[src/rtl/counter_pkg.sv]
// Shared definitions for the counter command driver: op encodings and FSM states.
package counter_pkg;

  localparam int OP_W = 2;

  typedef enum logic [OP_W-1:0] {
    OP_HOLD = 2'b00,
    OP_UP   = 2'b01,
    OP_DOWN = 2'b10,
    OP_LOAD = 2'b11
  } op_e;

  typedef enum logic {
    ST_IDLE = 1'b0,
    ST_EXEC = 1'b1
  } state_e;

endpackage

[src/rtl/cmd_fifo.sv]
// Power-of-two circular command FIFO with flush; head entry is visible on rdata_o.
module cmd_fifo #(
  parameter int W     = 10,
  parameter int DEPTH = 4
) (
  input  logic                     clk,
  input  logic                     rst_n,
  input  logic                     push_i,
  input  logic [W-1:0]             wdata_i,
  input  logic                     pop_i,
  input  logic                     flush_i,
  output logic [W-1:0]             rdata_o,
  output logic                     full_o,
  output logic                     empty_o,
  output logic [$clog2(DEPTH):0]   level_o
);

  localparam int AW = $clog2(DEPTH);
  localparam int LW = AW + 1;

  logic [W-1:0]  mem_q [DEPTH];
  logic [AW-1:0] wrPtr_q;
  logic [AW-1:0] rdPtr_q;
  logic [LW-1:0] count_q;
  logic          doPush;
  logic          doPop;

  assign full_o  = (count_q == LW'(DEPTH));
  assign empty_o = (count_q == '0);
  assign level_o = count_q;
  assign rdata_o = mem_q[rdPtr_q];
  assign doPush  = push_i && !full_o && !flush_i;
  assign doPop   = pop_i && !empty_o && !flush_i;

  // Pointers wrap naturally because DEPTH is a power of two.
  always_ff @(posedge clk or negedge rst_n) begin
    if (!rst_n) begin
      wrPtr_q <= '0;
      rdPtr_q <= '0;
      count_q <= '0;
    end else if (flush_i) begin
      wrPtr_q <= '0;
      rdPtr_q <= '0;
      count_q <= '0;
    end else begin
      if (doPush) wrPtr_q <= wrPtr_q + AW'(1);
      if (doPop)  rdPtr_q <= rdPtr_q + AW'(1);
      unique case ({doPush, doPop})
        2'b10:   count_q <= count_q + LW'(1);
        2'b01:   count_q <= count_q - LW'(1);
        default: count_q <= count_q;
      endcase
    end
  end

  always_ff @(posedge clk) begin
    if (doPush) mem_q[wrPtr_q] <= wdata_i;
  end

endmodule

[src/rtl/counter_cmd_driver.sv]
// Queues HOLD/UP/DOWN/LOAD commands and replays each as a timed control
// sequence for a downstream counter, while tracking that counter's value.
module counter_cmd_driver
  import counter_pkg::*;
#(
  parameter int N     = 8,
  parameter int DEPTH = 4
) (
  input  logic                   clk,
  input  logic                   rst_n,
  input  logic                   abort,
  input  logic                   cmd_valid,
  output logic                   cmd_ready,
  input  logic [OP_W-1:0]        cmd_op,
  input  logic [N-1:0]           cmd_operand,
  output logic [OP_W-1:0]        control,
  output logic [N-1:0]           parallel_in,
  output logic                   busy,
  output logic                   cmd_done,
  output logic [N-1:0]           shadow_count,
  output logic                   wrap,
  output logic [$clog2(DEPTH):0] level
);

  logic              fifoFull;
  logic              fifoEmpty;
  logic              fifoPush;
  logic              fifoPop;
  logic [N+OP_W-1:0] fifoHead;
  op_e               headOp;
  logic [N-1:0]      headVal;
  logic [N-1:0]      startRemaining;
  logic [N-1:0]      startParallel;
  logic              lastCycle;

  state_e            state_q;
  op_e               control_q;
  logic [N-1:0]      parallelIn_q;
  logic [N-1:0]      remaining_q;
  logic              readyEn_q;
  logic [N-1:0]      shadow_q;
  logic [N-1:0]      shadow_d;
  logic              wrap_q;
  logic              wrap_d;

  cmd_fifo #(
    .W     (N + OP_W),
    .DEPTH (DEPTH)
  ) u_cmd_fifo (
    .clk     (clk),
    .rst_n   (rst_n),
    .push_i  (fifoPush),
    .wdata_i ({cmd_op, cmd_operand}),
    .pop_i   (fifoPop),
    .flush_i (abort),
    .rdata_o (fifoHead),
    .full_o  (fifoFull),
    .empty_o (fifoEmpty),
    .level_o (level)
  );

  assign headOp  = op_e'(fifoHead[N+OP_W-1:N]);
  assign headVal = fifoHead[N-1:0];

  // LOAD is always a single cycle; the other ops repeat operand+1 times.
  assign startRemaining = (headOp == OP_LOAD) ? '0 : headVal;
  assign startParallel  = (headOp == OP_LOAD) ? headVal : '0;

  assign lastCycle = (state_q == ST_EXEC) && (remaining_q == '0);
  assign cmd_ready = readyEn_q && !fifoFull && !abort;
  assign fifoPush  = cmd_valid && cmd_ready;
  assign fifoPop   = !abort && !fifoEmpty && ((state_q == ST_IDLE) || lastCycle);
  assign cmd_done  = lastCycle && !abort;
  assign busy      = (state_q == ST_EXEC) || !fifoEmpty;

  assign control      = control_q;
  assign parallel_in  = parallelIn_q;
  assign shadow_count = shadow_q;
  assign wrap         = wrap_q;

  always_ff @(posedge clk or negedge rst_n) begin
    if (!rst_n) begin
      state_q      <= ST_IDLE;
      control_q    <= OP_HOLD;
      parallelIn_q <= '0;
      remaining_q  <= '0;
      readyEn_q    <= 1'b0;
    end else begin
      readyEn_q <= 1'b1;
      if (abort) begin
        state_q      <= ST_IDLE;
        control_q    <= OP_HOLD;
        parallelIn_q <= '0;
        remaining_q  <= '0;
      end else if (fifoPop) begin
        state_q      <= ST_EXEC;
        control_q    <= headOp;
        parallelIn_q <= startParallel;
        remaining_q  <= startRemaining;
      end else if (state_q == ST_EXEC) begin
        if (remaining_q != '0) begin
          remaining_q <= remaining_q - N'(1);
        end else begin
          state_q      <= ST_IDLE;
          control_q    <= OP_HOLD;
          parallelIn_q <= '0;
        end
      end
    end
  end

  // The shadow follows whatever control is on the wire, including on an abort edge.
  always_comb begin
    shadow_d = shadow_q;
    wrap_d   = 1'b0;
    if (state_q == ST_EXEC) begin
      unique case (control_q)
        OP_UP: begin
          shadow_d = shadow_q + N'(1);
          wrap_d   = &shadow_q;
        end
        OP_DOWN: begin
          shadow_d = shadow_q - N'(1);
          wrap_d   = ~|shadow_q;
        end
        OP_LOAD: shadow_d = parallelIn_q;
        default: shadow_d = shadow_q;
      endcase
    end
  end

  always_ff @(posedge clk or negedge rst_n) begin
    if (!rst_n) begin
      shadow_q <= '0;
      wrap_q   <= 1'b0;
    end else begin
      shadow_q <= shadow_d;
      wrap_q   <= wrap_d;
    end
  end

endmodule
[config.mk]
export PLATFORM = sky130hd
export DESIGN_NAME = counter_cmd_driver
export DESIGN_NICKNAME = d
export VERILOG_FILES = /design/src/rtl/counter_pkg.sv /design/src/rtl/cmd_fifo.sv /design/src/rtl/counter_cmd_driver.sv
export SDC_FILE = /design/constraint.sdc
export NUM_CORES = 1
export LEC_CHECK = 0
export CAP_MARGIN = 30
export CORE_MARGIN = 2
export CORE_UTILIZATION = 45
export CTS_CLUSTER_DIAMETER = 80
export DETAILED_ROUTE_END_ITERATION = 8
export PLACE_DENSITY = 0.66
export RECOVER_POWER = 50
export SETUP_SLACK_MARGIN = 0.5
export SYNTH_ARGS = -nofsm -noshare
export SYNTH_HDL_FRONTEND = slang
export SYNTH_SLANG_ARGS = --single-unit
[constraint.sdc]
create_clock -name clk -period 6.4 [get_ports clk]
set_clock_uncertainty 0.15 [all_clocks]
set_input_delay 1.28 -clock clk [delete_from_list [all_inputs] [get_ports clk]]
set_output_delay 1.28 -clock clk [all_outputs]
set_load 0.005 [all_outputs]
==> impl_results.md, run 1 <==
* Worst-Margin Slew at between 1500 and 2000 ps
* # setup viols final at 0
* Root Buffer: clkbuf_8
* Detailed Routing Iterations Pass 1 at 4
* Synth warn at 0
* Static Leak at around 0.0017 uW
* Clock-pin slew on the worst setup and hold paths at roughly 90 ps
* Reg2Reg Setup Slack at about 3600 ps
* Clock latency on the worst-skew pair at 360 ps
* Pwr per Cell Area at between 400 and 500 mW/mm2
* Crit path kind: input pin to primary output
* Cts bufs inserted at 9
* Total gr overflow at 0
* EDFF count, synth at 40
* Crit-path cells: dlygate4sd3_1 -> nor2_1 -> and3_1 -> clkdlybuf4s50_1
* Relative slew slack at -32.4%
* Multi-input logic area at around 0.0016 mm2
* Hold Fails Final Rpt at 0
* Final instance area at 0.00442 mm2
* Met1 Use GR at between 20% and 30%
* Worst vdd rail ir drop at approximately 0.00019 V
* Starting density of the core at between 40% and 50%
* Critical path launch point type: input pin
* Max Transition Viols Final at 37
* Status: finished, violations left
* Initial DRC Count at approximately 130
* Non-Filler Instances at around 450
* Fin nets at around 380
* FILL cells at between 700 and 800
* Register area share after synthesis at a little under three fifths
* Port buffer count at 38
* Worst EP arrival at ~3200 ps
* CP max stage delay at between 1000 and 1500 ps
* Crit. End Element: primary output
* Buffer count from post-CTS setup fixing at 0
* Antenna violations before repair at 0
* Syn avg cell area at 12.3 um2
* Max-cap viol count at 1
* Antenna diodes at 0
* M2 GR Usage at a little under a third
* Row count at 33
* Overall die width at between 90 and 100 um
* Clock tree buffer depth at 2
* Ports at 39
* CORE AREA at around 0.008 mm2
* Top cells by area, synth: edfxtp_1 (32%), dfrtp_1 (24%), mux4_2 (6.0%)
* Antenna-violating nets left at 0
* Hold Crit Class: flop to flop
* Routing usage on met3 at 5.38%
* Post-synth top area cell: edfxtp_1
* Max frequency at roughly 0.22 GHz
* Cells after Synth at approximately 310
* CTS tree: done
* Critical Path Slowest Stage Cell: dlygate4sd3_1
* DIE AREA at around 0.0091 mm2
* Synth top area share at approximately a third
* Vias in the first global route at 2,516
* WL/cell at 17.0 um
* Placed cell area at ~0.0042 mm2
* PostCTS Resize Cnt at 0
* Largest net degree at the start of global routing at 37
* Fraction of layout cells with a size suffix above 1 at about a tenth
* GRT busiest layer: met2
* Via density at roughly 5.6
* Setup_tns at 0 ps
* Synth Flop Type: edfxtp_1
* Total wire length at about 7.7 mm
* Net Count, Synth at between 300 and 400
* Final GP Congestion at about 0.86
* First-pass GRT wire length at roughly 13 mm
* FF/Latch Area at approximately 0.0021 mm2
* DRC viols at 0
* H-tree levels at 3
* Die Height at around 96 um
* Post-DP HPWL at 5.40 mm
* Period minus WS final at 4630 ps
* Async S/R FF share, synth at 47.4%
* Overall global routing resource usage at roughly a fifth
* Layout overhead on the synthesized area at 17.2%
* Flop and latch count out of synthesis at 76
* RSZ-0062 raised after global routing: no
* Via count at 2,556
* Final period util at 72.4%
* Sink Count at 76
* Overall power at 1800 uW
* Synth cell types at between 50 and 60
* Critical path peak fanout at 20
* Placed cell count at ~440
* Post-synthesis instance area at roughly 0.0038 mm2
* Hold Buf Count CTS at 0
* Failing checks: capacitance limit, slew limit
* Data required time of the worst path at around 5000 ps
-- cell usage in the layout (no fill, tap or decap), drive strengths merged, types with 3 or more instances in the layout --
cell type / instances
a211oi: 4
a21oi: 16
a22o: 10
a31oi: 3
and2: 4
clkbuf: 10
clkdlybuf4s50: 26
dfrtp: 36
dlygate4sd3: 11
edfxtp: 40
ha: 15
inv: 18
mux4: 10
nand2: 25
nand2b: 3
nand3: 14
nand4: 5
nor2: 19
nor2b: 4
nor3: 11
nor4: 4
o21a: 3
o21ai: 13
or4: 3
xnor2: 6
xor2: 3
-- path summary, 6_finish.rpt --
check / from / end / cells after the start
hold / removal: u_cmd_fifo.wrPtr_q[0] / u_cmd_fifo.wrPtr_q[0] / 1
min in group asynchronous: rst_n / wrap / 1
setup reg to reg: remaining_q[0] / u_cmd_fifo.level_o[2] / 9
hold reg to reg: u_cmd_fifo.wrPtr_q[0] / u_cmd_fifo.wrPtr_q[0] / 1
setup / recovery: abort / cmd_done / 4
max in group asynchronous: rst_n / u_cmd_fifo.rdPtr_q[1] / 1
-- layer usage --
| metal | part of all wire, % | up-vias |
|---|---|---|
| met5 | 0 | - |
| met4 | 1.0 | 0 |
| met3 | 3.6 | 9 |
| met2 | 48 | 42 |
| met1 | 47 | 1270 |
| li1 | - | 1235 |
-- kinds of logic (layout without fill, tap and decap cells) --
kind of cell               count (synthesis)  after routing  synth area share (%)
xor gates and xnor gates                   9              9                  2.09
buffers and inverters                     24             67                  2.55
other                                      1              1                0.0994
and+or+nand+nor                          103            103                  15.2
muxes                                     12             12                  6.50
DFF                                       76             76                  55.7
adders and majority gates                 17             17                  6.04
AOI/OAI and AO/OA                         64             64                  11.8
-- state kept, by name (all words and copies together), names as in the netlist --
| name | cells |
|---|---|
| remaining_q | 8 |
| u_cmd_fifo.level_o | 3 |
| u_cmd_fifo.wrPtr_q | 2 |
| parallel_in | 8 |
| readyEn_q | 1 |
| u_cmd_fifo.mem_q | 40 |
| state_q | 1 |
| wrap | 1 |
| shadow_count | 8 |
| u_cmd_fifo.rdPtr_q | 2 |
| control | 2 |
-- where the power goes --
group | internal, uW | switching [uW]
combinational | 353 | 391
sequential | 586 | 123
clock | 150 | 200
-- worst max-delay path, delay by kind of cell --
kind	cells	cell delay, ps
simple gates	2	380
buf+inv	2	1530
-- area by class of cell --
| type | count | area share (%) |
|---|---|---|
| clock buffer | 9 | 2.80 |
| tap | 105 | 2.97 |
| timing repair buffer | 39 | 8.63 |
| inverter | 12 | 1.02 |
| clock inverter | 7 | 1.42 |
| sequential | 76 | 47.6 |
| multi-input combinational | 206 | 35.6 |
-- synthesized netlist by cell type (2+ instances only) --
master    number
a22o_1        10
a21oi_1       14
buf_2          5
clkbuf_1       7
or3_1          2
xnor2_1        6
o31ai_1        2
inv_1         12
o31a_1         2
ha_1          15
nand3_1       14
a21o_1         2
nor3b_1        2
fa_1           2
a31oi_1        3
o21a_1         3
nor4_1         3
nor3_1         8
nand2b_1       3
nand3b_1       2
nand4_1        5
mux4_2        10
o211ai_1       2
nor2b_1        4
mux2i_1        2
a21oi_2        2
and3_1         2
o21ai_0       13
and2_1         4
a211oi_1       3
dfrtp_1       36
nor2_1        18
or4_1          3
nor3_2         2
nand2_1       25
xor2_1         3
edfxtp_1      40
-- per-stage QoR --
stage                     hold slack, ps  setup WS, ps  utilization, %
after floorplan                      353          3040               -
after global placement               387          1810            51.8
after detailed placement             392          1780            51.8
after CTS                            408          1780            54.1
after global routing                 430          1600            54.1
final                                404          1770            54.1
No activity file was read; power rests on OpenSTA's default activity.
==> inputs of run 2 (changes only) <==
- clock period: 6.4 -> 4.6 ns (I/O delays scaled with it)
==> run 2 against run 1 <==
The flow still finishes with violations (capacitance limit, slew limit). Worst setup slack lost 680 ps. Flip-flop and latch count is the same. Cell count grew 0.22%. Die area is the same. Largest cell class unchanged.
==> impl_results.md, run 2 (synthesized netlist as in run 1, its figures left out) <==
* Crit-path cells: dlygate4sd3_1 -> nand2b_1 -> a211oi_2 -> clkbuf_1 -> nor4_1 -> fa_1 -> nor2b_1 -> o21a_1 -> a2111oi_2
* First-pass GRT wire length at 12.7 mm (-2.3%)
* Hold Fails Final Rpt at 0 (unchanged)
* Critical Path Slowest Stage Cell: dlygate4sd3_1
* Relative slew slack at -28.4% (+4.0 points)
* FILL cells at 722 (+0.42%)
* Crit. path cell count at 9 (+5)
* Fin nets at 376 (+0.27%)
* Sink Count at 76 (unchanged)
* Commonest non-fill, non-tap cells in the layout: edfxtp_1 (40), dfrtp_1 (36), nand2_1 (25), clkdlybuf4s50_1 (23), nor2_1 (19)
* Layout overhead on the synthesized area at 16.5%
* Total wire length at 7.69 mm (-0.21%)
* Detailed Routing Iterations Pass 1 at 4 (unchanged)
* Pwr per Cell Area at 565 mW/mm2 (+38%)
* Failing checks: capacitance limit, slew limit
* Die Height at 95.6 um (unchanged)
* Overall global routing resource usage at 18.5% (-0.57 points)
* Max Transition Viols Final at 37 (unchanged)
* Largest net degree at the start of global routing at 37 (unchanged)
* Max reg flops at 40 (unchanged)
* Commonest non-fill, non-tap cell in the layout: edfxtp_1
* Clock tree buffer depth at 2 (unchanged)
* Worst path buffer plus inverter count at 2 (unchanged)
* FF/Latch Area at 0.00210 mm2 (unchanged)
* Critical path launch point type: input pin
* Cts bufs inserted at 9 (unchanged)
* Clock latency on the worst-skew pair at 350 ps (about the same)
* Via count at 2,564 (+0.31%)
* Period minus WS final at 3510 ps
* Post-DP HPWL at 5.38 mm (-0.41%)
* Row count at 33 (unchanged)
* Worst Hold Path EP: parallel_in[7]
* Setup_tns at 0 ps (unchanged)
* Data required time of the worst path at 4690 ps (-280 ps)
* CTS tree: done
* CP max stage delay at 590 ps (-510 ps)
* Total gr overflow at 0 (unchanged)
* Worst vdd rail ir drop at 0.000278 V (+46%)
* Reg2Reg Setup Slack at 1400 ps (-2150 ps)
* Hold Buf Count CTS at 0 (unchanged)
* WL/cell at 16.9 um (-0.43%)
* Multi-input logic area at 0.00155 mm2 (-1.7%)
* Port buffer count at 38 (unchanged)
* Antenna-violating nets left at 0 (unchanged)
* Antenna violations before repair at 0 (unchanged)
* Ports at 39 (unchanged)
* Final GP Congestion at 0.796 (-7.7%)
* CP top delay family: buffers and inverters
* Worst hold path depth at 1 (unchanged)
* Hold Crit Class: flop to flop
* Via density at 5.64 (about the same)
* Cells on worst reg2reg path at 9 (unchanged)
* Final period util at between 70% and 80%
* Overall die width at 95.6 um (unchanged)
* Status: finished, violations left
* Crit path kind: input pin to flop
* CORE AREA at 0.00818 mm2 (unchanged)
* DIE AREA at 0.00913 mm2 (unchanged)
* Overall power at 2480 uW (+37%)
* Max frequency at around 0.28 GHz
* DRC viols at 0 (unchanged)
* Critical path peak fanout at 15 (-25%)
* Starting density of the core at 46.1% (unchanged)
* # setup viols final at 0 (unchanged)
* Largest Register: u_cmd_fifo.mem_q
* Static Leak at 0.00167 uW (-0.66%)
* Buffer count from post-CTS setup fixing at 0 (unchanged)
* FF-to-FF End: u_cmd_fifo.level_o[2]
* Max-cap viol count at 1 (unchanged)
* Hold path start: parallel_in[7]
* Antenna diodes at 0 (unchanged)
* Initial DRC Count at 143 (+13%)
* Worst EP arrival at 3600 ps (+400 ps)
* Worst-Margin Slew at 1930 ps (-59.9 ps)
* RSZ-0062 raised after global routing: no
* PostCTS Resize Cnt at 0 (unchanged)
* H-tree levels at 3 (unchanged)
* Worst reg2reg path startpoint: remaining_q[0]
* Vias in the first global route at 2,441 (-3.0%)
* Fraction of layout cells with a size suffix above 1 at 9.43% (-1.2 points)
* Root Buffer: clkbuf_8
* Crit. End Element: flop
* Clock-pin slew on the worst setup and hold paths at 90 ps (about the same)
run 2: cell types whose count changed in the layout (fill, tap and decap cells not counted), sizes merged:
cell	delta
clkdlybuf4s50	-3
dlygate4sd3	+3
clkinvlp	+2
inv	-2
clkbuf	+1
run 2: worst max path at each step:
stage,from,to,slack (ps)
detailed placement,abort,u_cmd_fifo.level_o[2],1210
floorplan,abort,u_cmd_fifo.level_o[2],1660
finish,abort,u_cmd_fifo.level_o[2],1090
CTS,abort,cmd_done,1270
global placement,abort,cmd_done,1280
global route,abort,u_cmd_fifo.level_o[2],940
run 2: area by class of cell:
type                            instances  share of cell area, %
Clock buffer                            9                   2.82
Inverter                               12                   1.03
Timing Repair Buffer                   40                   8.77
Clock inverter                          7                   1.31
Sequential cell                        76                   47.8
Tap cell                              105                   2.99
Multi-Input combinational cell        206                   35.2
run 2: worst reg2reg max path, cell delays in order (launching register included):
cell       delay [ps]
dfrtp_1           390
inv_1              70
ha_1              240
nor4b_1           180
a21oi_1           890
nor4_1            140
fa_1              480
nor2b_1           160
o21a_1            190
a2111oi_2         220
run 2: report_power, final:
group / internal, uW / total, uW / switching (uW)
logic: 479 / 1020 / 543
registers: 816 / 982 / 167
clock network: 203 / 476 / 273
total: 1500 / 2480 / 983
run 2: per-stage QoR:
| stage | hold WS, ps | worst slack (ps) | area [um2] | std cells | util [%] |
|---|---|---|---|---|---|
| final | 397 | 1090 | 4390 | 455 | 53.7 |
| after global routing | 436 | 938 | 4390 | 455 | 53.7 |
| after CTS | 402 | 1270 | 4420 | 455 | 54.1 |
| after detailed placement | 383 | 1210 | 4240 | 439 | 51.9 |
| after global placement | 380 | 1280 | 4240 | 439 | 51.9 |
| after floorplan | 353 | 1660 | 3770 | 306 | - |
run 2: layer usage:
metal	routed length (um)	global-route usage, %
met4	66	3.93
met5	0	0
met1	3750	26.3
met3	224	4.51
met2	3650	28.8
